==> config.mk <==
export PLATFORM = sky130hd
export DESIGN_NAME = multislope_ctrl_flat
export DESIGN_NICKNAME = d
export VERILOG_FILES = /design/src/rtl/multislope_ctrl_if.sv /design/src/rtl/multislope_ctrl.sv /design/src/flat_wrapper.sv
export SDC_FILE = /design/constraint.sdc
export NUM_CORES = 1
export LEC_CHECK = 0
export ABC_AREA = 1
export BUFFER_PORTS_ARGS = -buffer_cell sky130_fd_sc_hd__buf_2
export CAP_MARGIN = 20
export CORE_UTILIZATION = 52
export CTS_CLUSTER_SIZE = 16
export DETAILED_ROUTE_END_ITERATION = 10
export PLACE_DENSITY = 0.82
export RECOVER_POWER = 25
export SYNTH_ARGS = -nofsm -noshare
export SYNTH_HDL_FRONTEND = slang
export SYNTH_SLANG_ARGS = --single-unit
==> constraint.sdc <==
create_clock -name clk -period 1.8 [get_ports clk]
set_input_delay 0.27 -clock clk [delete_from_list [all_inputs] [get_ports clk]]
set_output_delay 0.27 -clock clk [all_outputs]
set_load 0.02 [all_outputs]
==> src/rtl/multislope_ctrl_if.sv <==
// Control and result bundle between the multi-slope sequencer, its requester and the pwmgen block.
// The slave modport is the sequencer side; the master modport is the requester/pwmgen side.
interface multislope_ctrl_if;
   logic        convert;
   logic        abort;
   logic        comp;
   logic [31:0] mode_a_in;
   logic [31:0] mode_b_in;
   logic        pwm_start;
   logic        pwm_enable;
   logic        pwm_mode;
   logic        rundown_p;
   logic        rundown_n;
   logic        busy;
   logic [31:0] res_a;
   logic [31:0] res_b;
   logic [15:0] res_rd;
   logic        res_sign;
   logic        res_timeout;
   logic        result_valid;

   modport slave (
      input  convert, abort, comp, mode_a_in, mode_b_in,
      output pwm_start, pwm_enable, pwm_mode, rundown_p, rundown_n, busy,
             res_a, res_b, res_rd, res_sign, res_timeout, result_valid
   );

   modport master (
      output convert, abort, comp, mode_a_in, mode_b_in,
      input  pwm_start, pwm_enable, pwm_mode, rundown_p, rundown_n, busy,
             res_a, res_b, res_rd, res_sign, res_timeout, result_valid
   );
endinterface

==> src/rtl/multislope_ctrl.sv <==
// Multi-slope ADC conversion sequencer: comparator-driven run-up via pwmgen, then a timed
// single-slope run-down; all outputs registered, one result_valid pulse per completed conversion.
module multislope_ctrl #(
   parameter logic [9:0]  PERIOD        = 10'd259,
   parameter logic [15:0] RUNUP_PERIODS = 16'd1000,
   parameter logic [15:0] RUNDOWN_MAX   = 16'd4095
) (
   input  logic             clk,
   input  logic             rst,
   multislope_ctrl_if.slave bus
);
   typedef enum logic [2:0] {
      ST_IDLE, ST_CLEAR, ST_RUNUP, ST_CAPTURE, ST_RUNDOWN, ST_DONE
   } state_t;

   state_t      state_q, state_d;
   logic        comp_m_q, comp_m_d, comp_s_q, comp_s_d;
   logic [9:0]  ph_q, ph_d;
   logic [15:0] np_q, np_d, rd_q, rd_d;
   logic        pwm_start_q, pwm_start_d, pwm_enable_q, pwm_enable_d, pwm_mode_q, pwm_mode_d;
   logic        rundown_p_q, rundown_p_d, rundown_n_q, rundown_n_d;
   logic        busy_q, busy_d, result_valid_q, result_valid_d;
   logic [31:0] res_a_q, res_a_d, res_b_q, res_b_d;
   logic [15:0] res_rd_q, res_rd_d;
   logic        res_sign_q, res_sign_d, res_timeout_q, res_timeout_d;

   always_comb begin
      state_d        = state_q;
      comp_m_d       = bus.comp;
      comp_s_d       = comp_m_q;
      np_d           = np_q;
      rd_d           = rd_q;
      pwm_start_d    = pwm_start_q;
      pwm_enable_d   = pwm_enable_q;
      pwm_mode_d     = pwm_mode_q;
      rundown_p_d    = rundown_p_q;
      rundown_n_d    = rundown_n_q;
      busy_d         = busy_q;
      result_valid_d = 1'b0;
      res_a_d        = res_a_q;
      res_b_d        = res_b_q;
      res_rd_d       = res_rd_q;
      res_sign_d     = res_sign_q;
      res_timeout_d  = res_timeout_q;

      case (state_q)
         ST_IDLE: begin
            busy_d = 1'b0;
            if (bus.convert) begin
               state_d     = ST_CLEAR;
               pwm_start_d = 1'b1;
               pwm_mode_d  = comp_s_q;
            end
         end
         ST_CLEAR: begin
            pwm_start_d  = 1'b0;
            pwm_enable_d = 1'b1;
            np_d         = '0;
            busy_d       = 1'b1;
            state_d      = ST_RUNUP;
         end
         ST_RUNUP: begin
            // Mode changes on the last phase so it is settled when pwmgen sits at count 0.
            if (ph_q == PERIOD) begin
               pwm_mode_d = comp_s_q;
               np_d       = np_q + 16'd1;
               if (np_q == RUNUP_PERIODS - 16'd1) begin
                  pwm_enable_d = 1'b0;
                  state_d      = ST_CAPTURE;
               end
            end
         end
         ST_CAPTURE: begin
            res_a_d     = bus.mode_a_in;
            res_b_d     = bus.mode_b_in;
            res_sign_d  = comp_s_q;
            rd_d        = '0;
            rundown_n_d = comp_s_q;
            rundown_p_d = ~comp_s_q;
            state_d     = ST_RUNDOWN;
         end
         ST_RUNDOWN: begin
            rd_d = rd_q + 16'd1;
            if (comp_s_q != res_sign_q) begin
               res_rd_d      = rd_q;
               res_timeout_d = 1'b0;
               rundown_p_d   = 1'b0;
               rundown_n_d   = 1'b0;
               state_d       = ST_DONE;
            end else if (rd_q == RUNDOWN_MAX) begin
               res_rd_d      = RUNDOWN_MAX;
               res_timeout_d = 1'b1;
               rundown_p_d   = 1'b0;
               rundown_n_d   = 1'b0;
               state_d       = ST_DONE;
            end
         end
         ST_DONE: begin
            result_valid_d = 1'b1;
            busy_d         = 1'b0;
            state_d        = ST_IDLE;
         end
         default: state_d = ST_IDLE;
      endcase

      // Abort discards anything this cycle would have captured; earlier results survive.
      if (bus.abort && (state_q != ST_IDLE)) begin
         state_d        = ST_IDLE;
         pwm_enable_d   = 1'b0;
         pwm_start_d    = 1'b0;
         rundown_p_d    = 1'b0;
         rundown_n_d    = 1'b0;
         busy_d         = 1'b0;
         result_valid_d = 1'b0;
         res_a_d        = res_a_q;
         res_b_d        = res_b_q;
         res_rd_d       = res_rd_q;
         res_sign_d     = res_sign_q;
         res_timeout_d  = res_timeout_q;
      end

      if (!pwm_enable_q || !pwm_enable_d) begin
         ph_d = '0;
      end else if (ph_q == PERIOD) begin
         ph_d = '0;
      end else begin
         ph_d = ph_q + 10'd1;
      end
   end

   always_ff @(posedge clk) begin
      if (rst) begin
         state_q        <= ST_IDLE;
         comp_m_q       <= 1'b0;
         comp_s_q       <= 1'b0;
         ph_q           <= '0;
         np_q           <= '0;
         rd_q           <= '0;
         pwm_start_q    <= 1'b0;
         pwm_enable_q   <= 1'b0;
         pwm_mode_q     <= 1'b0;
         rundown_p_q    <= 1'b0;
         rundown_n_q    <= 1'b0;
         busy_q         <= 1'b0;
         result_valid_q <= 1'b0;
         res_a_q        <= '0;
         res_b_q        <= '0;
         res_rd_q       <= '0;
         res_sign_q     <= 1'b0;
         res_timeout_q  <= 1'b0;
      end else begin
         state_q        <= state_d;
         comp_m_q       <= comp_m_d;
         comp_s_q       <= comp_s_d;
         ph_q           <= ph_d;
         np_q           <= np_d;
         rd_q           <= rd_d;
         pwm_start_q    <= pwm_start_d;
         pwm_enable_q   <= pwm_enable_d;
         pwm_mode_q     <= pwm_mode_d;
         rundown_p_q    <= rundown_p_d;
         rundown_n_q    <= rundown_n_d;
         busy_q         <= busy_d;
         result_valid_q <= result_valid_d;
         res_a_q        <= res_a_d;
         res_b_q        <= res_b_d;
         res_rd_q       <= res_rd_d;
         res_sign_q     <= res_sign_d;
         res_timeout_q  <= res_timeout_d;
      end
   end

   assign bus.pwm_start    = pwm_start_q;
   assign bus.pwm_enable   = pwm_enable_q;
   assign bus.pwm_mode     = pwm_mode_q;
   assign bus.rundown_p    = rundown_p_q;
   assign bus.rundown_n    = rundown_n_q;
   assign bus.busy         = busy_q;
   assign bus.res_a        = res_a_q;
   assign bus.res_b        = res_b_q;
   assign bus.res_rd       = res_rd_q;
   assign bus.res_sign     = res_sign_q;
   assign bus.res_timeout  = res_timeout_q;
   assign bus.result_valid = result_valid_q;
endmodule
==> src/flat_wrapper.sv <==
// flat-port wrapper written by rule: the top's interface ports become plain ports
module multislope_ctrl_flat 
#(
   parameter logic [9:0]  PERIOD        = 10'd259,
   parameter logic [15:0] RUNUP_PERIODS = 16'd1000,
   parameter logic [15:0] RUNDOWN_MAX   = 16'd4095
)
  (clk, rst, bus_convert, bus_abort, bus_comp, bus_mode_a_in, bus_mode_b_in, bus_pwm_start, bus_pwm_enable, bus_pwm_mode, bus_rundown_p, bus_rundown_n, bus_busy, bus_res_a, bus_res_b, bus_res_rd, bus_res_sign, bus_res_timeout, bus_result_valid);
  multislope_ctrl_if bus_i ();
  input  logic clk;
  input  logic rst;
  input wire logic [$bits(bus_i.convert)-1:0] bus_convert;
  input wire logic [$bits(bus_i.abort)-1:0] bus_abort;
  input wire logic [$bits(bus_i.comp)-1:0] bus_comp;
  input wire logic [$bits(bus_i.mode_a_in)-1:0] bus_mode_a_in;
  input wire logic [$bits(bus_i.mode_b_in)-1:0] bus_mode_b_in;
  output wire logic [$bits(bus_i.pwm_start)-1:0] bus_pwm_start;
  output wire logic [$bits(bus_i.pwm_enable)-1:0] bus_pwm_enable;
  output wire logic [$bits(bus_i.pwm_mode)-1:0] bus_pwm_mode;
  output wire logic [$bits(bus_i.rundown_p)-1:0] bus_rundown_p;
  output wire logic [$bits(bus_i.rundown_n)-1:0] bus_rundown_n;
  output wire logic [$bits(bus_i.busy)-1:0] bus_busy;
  output wire logic [$bits(bus_i.res_a)-1:0] bus_res_a;
  output wire logic [$bits(bus_i.res_b)-1:0] bus_res_b;
  output wire logic [$bits(bus_i.res_rd)-1:0] bus_res_rd;
  output wire logic [$bits(bus_i.res_sign)-1:0] bus_res_sign;
  output wire logic [$bits(bus_i.res_timeout)-1:0] bus_res_timeout;
  output wire logic [$bits(bus_i.result_valid)-1:0] bus_result_valid;
  assign bus_i.convert = bus_convert;
  assign bus_i.abort = bus_abort;
  assign bus_i.comp = bus_comp;
  assign bus_i.mode_a_in = bus_mode_a_in;
  assign bus_i.mode_b_in = bus_mode_b_in;
  assign bus_pwm_start = bus_i.pwm_start;
  assign bus_pwm_enable = bus_i.pwm_enable;
  assign bus_pwm_mode = bus_i.pwm_mode;
  assign bus_rundown_p = bus_i.rundown_p;
  assign bus_rundown_n = bus_i.rundown_n;
  assign bus_busy = bus_i.busy;
  assign bus_res_a = bus_i.res_a;
  assign bus_res_b = bus_i.res_b;
  assign bus_res_rd = bus_i.res_rd;
  assign bus_res_sign = bus_i.res_sign;
  assign bus_res_timeout = bus_i.res_timeout;
  assign bus_result_valid = bus_i.result_valid;
  multislope_ctrl #(.PERIOD(PERIOD), .RUNUP_PERIODS(RUNUP_PERIODS), .RUNDOWN_MAX(RUNDOWN_MAX)) u_core (.clk(clk), .rst(rst), .bus(bus_i));
endmodule
==> metrics.txt <==
# TYPE chip_impl_metric gauge
chip_impl_info{name="status",value="completed"} 1
chip_impl_metric{name="timing_worst_slew_pin_value",unit="ps"} 548
chip_impl_info{name="ys_dominant_reg_cell",value="sky130_fd_sc_hd__dfxtp_1"} 1
chip_impl_metric{name="total_die_area",unit="sq um"} 11700
chip_impl_metric{name="setup-violations-final",unit=""} 0
chip_impl_metric{name="flip_flop_and_latch_count_after_synthesis",unit=""} 136
chip_impl_metric{name="power_density",unit="nW/um^2"} 1030
chip_impl_metric{name="min_period_over_period",unit="%"} 92.5
chip_impl_metric{name="worst_setup_hold_path_clk_slew",unit="ps"} 60
chip_impl_metric{name="power.share.sequential",unit="%"} 40.1
chip_impl_metric{name="die_width",unit="microns"} 108
chip_impl_metric{name="place_congestion",unit=""} 0.924
chip_impl_metric{name="port_buffers",unit=""} 157
chip_impl_metric{name="globalRouteOverflowTotal",unit=""} 0
chip_impl_metric{name="wl_per_cell",unit="microns"} 15.9
chip_impl_info{name="timing.setup.critical_path_class",value="flop to flop"} 1
chip_impl_metric{name="cts.sinks",unit=""} 136
chip_impl_metric{name="antennaDiodeCount",unit=""} 0
chip_impl_metric{name="areaGrowthSynthToFinish",unit="%"} 36.6
chip_impl_metric{name="setup_slack",unit="ps"} 136
chip_impl_info{name="cp-end-kind",value="flop"} 1
chip_impl_metric{name="synth_enable_flop_cells",unit=""} 0
chip_impl_metric{name="finish.utilization",unit="%"} 73.5
chip_impl_metric{name="grt_pass1_vias",unit=""} 6393
chip_impl_metric{name="synthArstFlopShare",unit="%"} 0
chip_impl_metric{name="die-height",unit="microns"} 108
chip_impl_metric{name="power.switching",unit="uW"} 2460
chip_impl_info{name="ctsRootBufferMaster",value="sky130_fd_sc_hd__clkbuf_8"} 1
chip_impl_metric{name="drc",unit=""} 0
chip_impl_info{name="cts_tree",value="built"} 1
chip_impl_metric{name="via_count",unit=""} 6476
chip_impl_metric{name="share_clk_of_total_power",unit="%"} 43.3
chip_impl_metric{name="cts-buffers-inserted",unit=""} 17
chip_impl_metric{name="dr.pass1.iters",unit=""} 6
chip_impl_info{name="holdCritPathClass",value="input pin to flop"} 1
chip_impl_metric{name="groute.usage.overall",unit="%"} 33.7
chip_impl_metric{name="p_leak",unit="uW"} 0.00355
chip_impl_metric{name="placedInstanceArea",unit="sq um"} 6790
chip_impl_metric{name="avgViaCountPerCell",unit=""} 5.38
chip_impl_metric{name="synth.net_count",unit=""} 895
chip_impl_metric{name="largest_clock_skew_in_the_final_design",unit="ps"} 9.06
chip_impl_metric{name="clock_latency",unit="ps"} 540
chip_impl_metric{name="core_area",unit="sq um"} 10900
chip_impl_metric{name="antenna_left",unit=""} 0
chip_impl_metric{name="timing.max_slew.rel_slack",unit="%"} 63.4
chip_impl_metric{name="syn_area",unit="sq um"} 5850
chip_impl_metric{name="drt_iter0_drc",unit=""} 542
chip_impl_metric{name="timing.setup.tns",unit="ps"} 0
chip_impl_metric{name="comb_power_share",unit="%"} 16.6
chip_impl_metric{name="placement.setup.worst_slack",unit="ps"} 143
chip_impl_metric{name="yosys_warnings",unit=""} 0
chip_impl_metric{name="crit_arrival",unit="ps"} 2100
chip_impl_metric{name="final.fill_count",unit=""} 763
chip_impl_metric{name="cts_h_tree_lvls",unit=""} 4
chip_impl_metric{name="dp_hpwl",unit="microns"} 10200
chip_impl_metric{name="cells_after_synth",unit=""} 823
chip_impl_metric{name="cap_viol_max_count",unit=""} 0
chip_impl_metric{name="yosysUniqueCellTypes",unit=""} 41
chip_impl_metric{name="final_max_slew_viol_count",unit=""} 0
chip_impl_metric{name="grt_max_degree",unit=""} 82
chip_impl_info{name="mostFrequentLayoutCell",value="sky130_fd_sc_hd__nor2_1"} 1
chip_impl_metric{name="cts.path.max_buffers",unit=""} 2
chip_impl_metric{name="worst_ir_drop_vdd",unit="mV"} 0.894
chip_impl_info{name="mostFrequentLayoutCells",value="sky130_fd_sc_hd__nor2_1, sky130_fd_sc_hd__nand2_1, sky130_fd_sc_hd__dfxtp_1, sky130_fd_sc_hd__buf_2, sky130_fd_sc_hd__o21ai_0"} 1
chip_impl_metric{name="grt_antenna_before_repair",unit=""} 0
chip_impl_metric{name="switching_share",unit="%"} 29.8
chip_impl_metric{name="synth_seq_area_share",unit="%"} 46.5
chip_impl_info{name="grt_setup_unrepaired",value="false"} 1
chip_impl_metric{name="critical_path.max_fanout",unit=""} 13
chip_impl_metric{name="final_net_count",unit=""} 1122
chip_impl_metric{name="global_route_wire_length_before_repair",unit="microns"} 30600
chip_impl_metric{name="post_synth.cell_area_avg",unit="sq um"} 7.11
chip_impl_metric{name="start_util",unit="%"} 53.8
chip_impl_metric{name="totalWireLength",unit="microns"} 19200
chip_impl_metric{name="critical_path_data_required_time",unit="ps"} 2240
chip_impl_metric{name="row_count",unit=""} 38
chip_impl_metric{name="post-route-cell-area",unit="sq um"} 8000
chip_impl_metric{name="layout_min_cycle_time",unit="ps"} 1660
chip_impl_metric{name="p_int",unit="uW"} 5800
chip_impl_metric{name="fmaxAchievable",unit="GHz"} 0.601
chip_impl_metric{name="design.portCount",unit=""} 158
chip_impl_metric{name="report.final.hold_viol_count",unit=""} 0
chip_impl_info{name="critPathLaunchType",value="flop"} 1
chip_impl_metric{name="post_route_cells_drive_above_1_share",unit="%"} 17.6
[path summary, 6_finish.rpt]
path | depth (start not counted) | slack, ps | start | to
setup / recovery | 8 | 140 | u_core.ph_q[0] | u_core.np_q[14]
hold / removal | 3 | 100 | bus_convert | u_core.bus.pwm_start
setup reg to reg | 8 | 140 | u_core.ph_q[0] | u_core.np_q[14]
hold reg to reg | 2 | 400 | u_core.comp_m_q | u_core.comp_s_q
[power by group through the flow]
stage | Combinational, uW | Clock (uW) | Sequential (uW)
floorplan | 708 | 0 | 3490
finish | 1370 | 3580 | 3310
detailed placement | 1210 | 0 | 3350
global placement | 1190 | 0 | 3350
global route | 1480 | 3720 | 3330
CTS | 1330 | 3560 | 3290
[logic make-up (layout without fill, tap and decap cells)]
family | Yosys count | in the layout | share of synthesized area, %
fa+ha+maj | 3 | 3 | 0.641
compound gates | 128 | 128 | 11.8
flops | 136 | 136 | 46.5
xor+xnor | 9 | 9 | 1.35
simple gates | 441 | 441 | 31.9
buf+inv | 106 | 346 | 7.86
[metrics by stage]
stage	hold slack, ps	instances	power (uW)
floorplan	377	823	4190
global placement	399	1105	4540
detailed placement	397	1105	4560
CTS	82.1	1202	8180
global route	94.1	1203	8540
finish	98.8	1203	8260
[worst max-delay path, cell delays in order, from the launching register on]
cell and delay (ps):
sky130_fd_sc_hd__dfxtp_1 350, sky130_fd_sc_hd__ha_1 190, sky130_fd_sc_hd__nand2_1 60, sky130_fd_sc_hd__nor2_1 160, sky130_fd_sc_hd__nand3_2 140, sky130_fd_sc_hd__nand2_4 170, sky130_fd_sc_hd__buf_4 180, sky130_fd_sc_hd__nand4_1 90
sky130_fd_sc_hd__a21oi_1 220
[cells in the mapped netlist, drive strengths merged (2+ instances only)]
master / count / area (sq um)
a21oi: 38 / 209
a22oi: 4 / 30.0
buf: 24 / 151
clkbuf: 9 / 35.0
clkinv: 2 / 7.51
dfxtp: 136 / 2720
ha: 3 / 37.5
inv: 71 / 267
nand2: 150 / 603
nand3: 29 / 178
nand3b: 2 / 15.0
nand4: 20 / 125
nor2: 225 / 855
nor3: 11 / 66.3
o21ai: 79 / 395
or2: 3 / 18.8
xor2: 8 / 70.1
[repair_timing]
| action | CTS | global route |
|---|---|---|
| hold endpoints to repair | 65 | 0 |
| gates resized for setup | 0 | 1 |
| hold buffers | 65 | 0 |
| buffers inserted | 0 | 1 |
| setup endpoints to repair | 0 | 6 |
[sequential cells by signal, summed over array words and instances, names as in the netlist, 3 cells and up]
signal / flops
u_core.np_q: 16
u_core.bus.res_a: 32
u_core.bus.res_rd: 16
u_core.rd_q: 16
u_core.ph_q: 10
u_core.bus.res_b: 32
u_core.state_q: 3
[per-layer routing]
layer / track usage [%] / wire (microns) / vias up
li1: - / - / 3080
met4: 20.2 / 1010 / 0
met1: 36.9 / 7340 / 2929
met2: 56.7 / 9240 / 368
met5: 0 / 0 / -
met3: 11.2 / 1590 / 99
[final cells by class]
class | count | area (sq um) | area share (%)
sequential | 136 | 2720 | 34.1
multi-input combinational | 581 | 2680 | 33.5
timing repair buffer | 241 | 1550 | 19.3
clock buffer | 18 | 428 | 5.35
inverter | 73 | 274 | 3.43
tap | 140 | 175 | 2.19
clock inverter | 14 | 174 | 2.17
(Power assumes the default switching activity.)
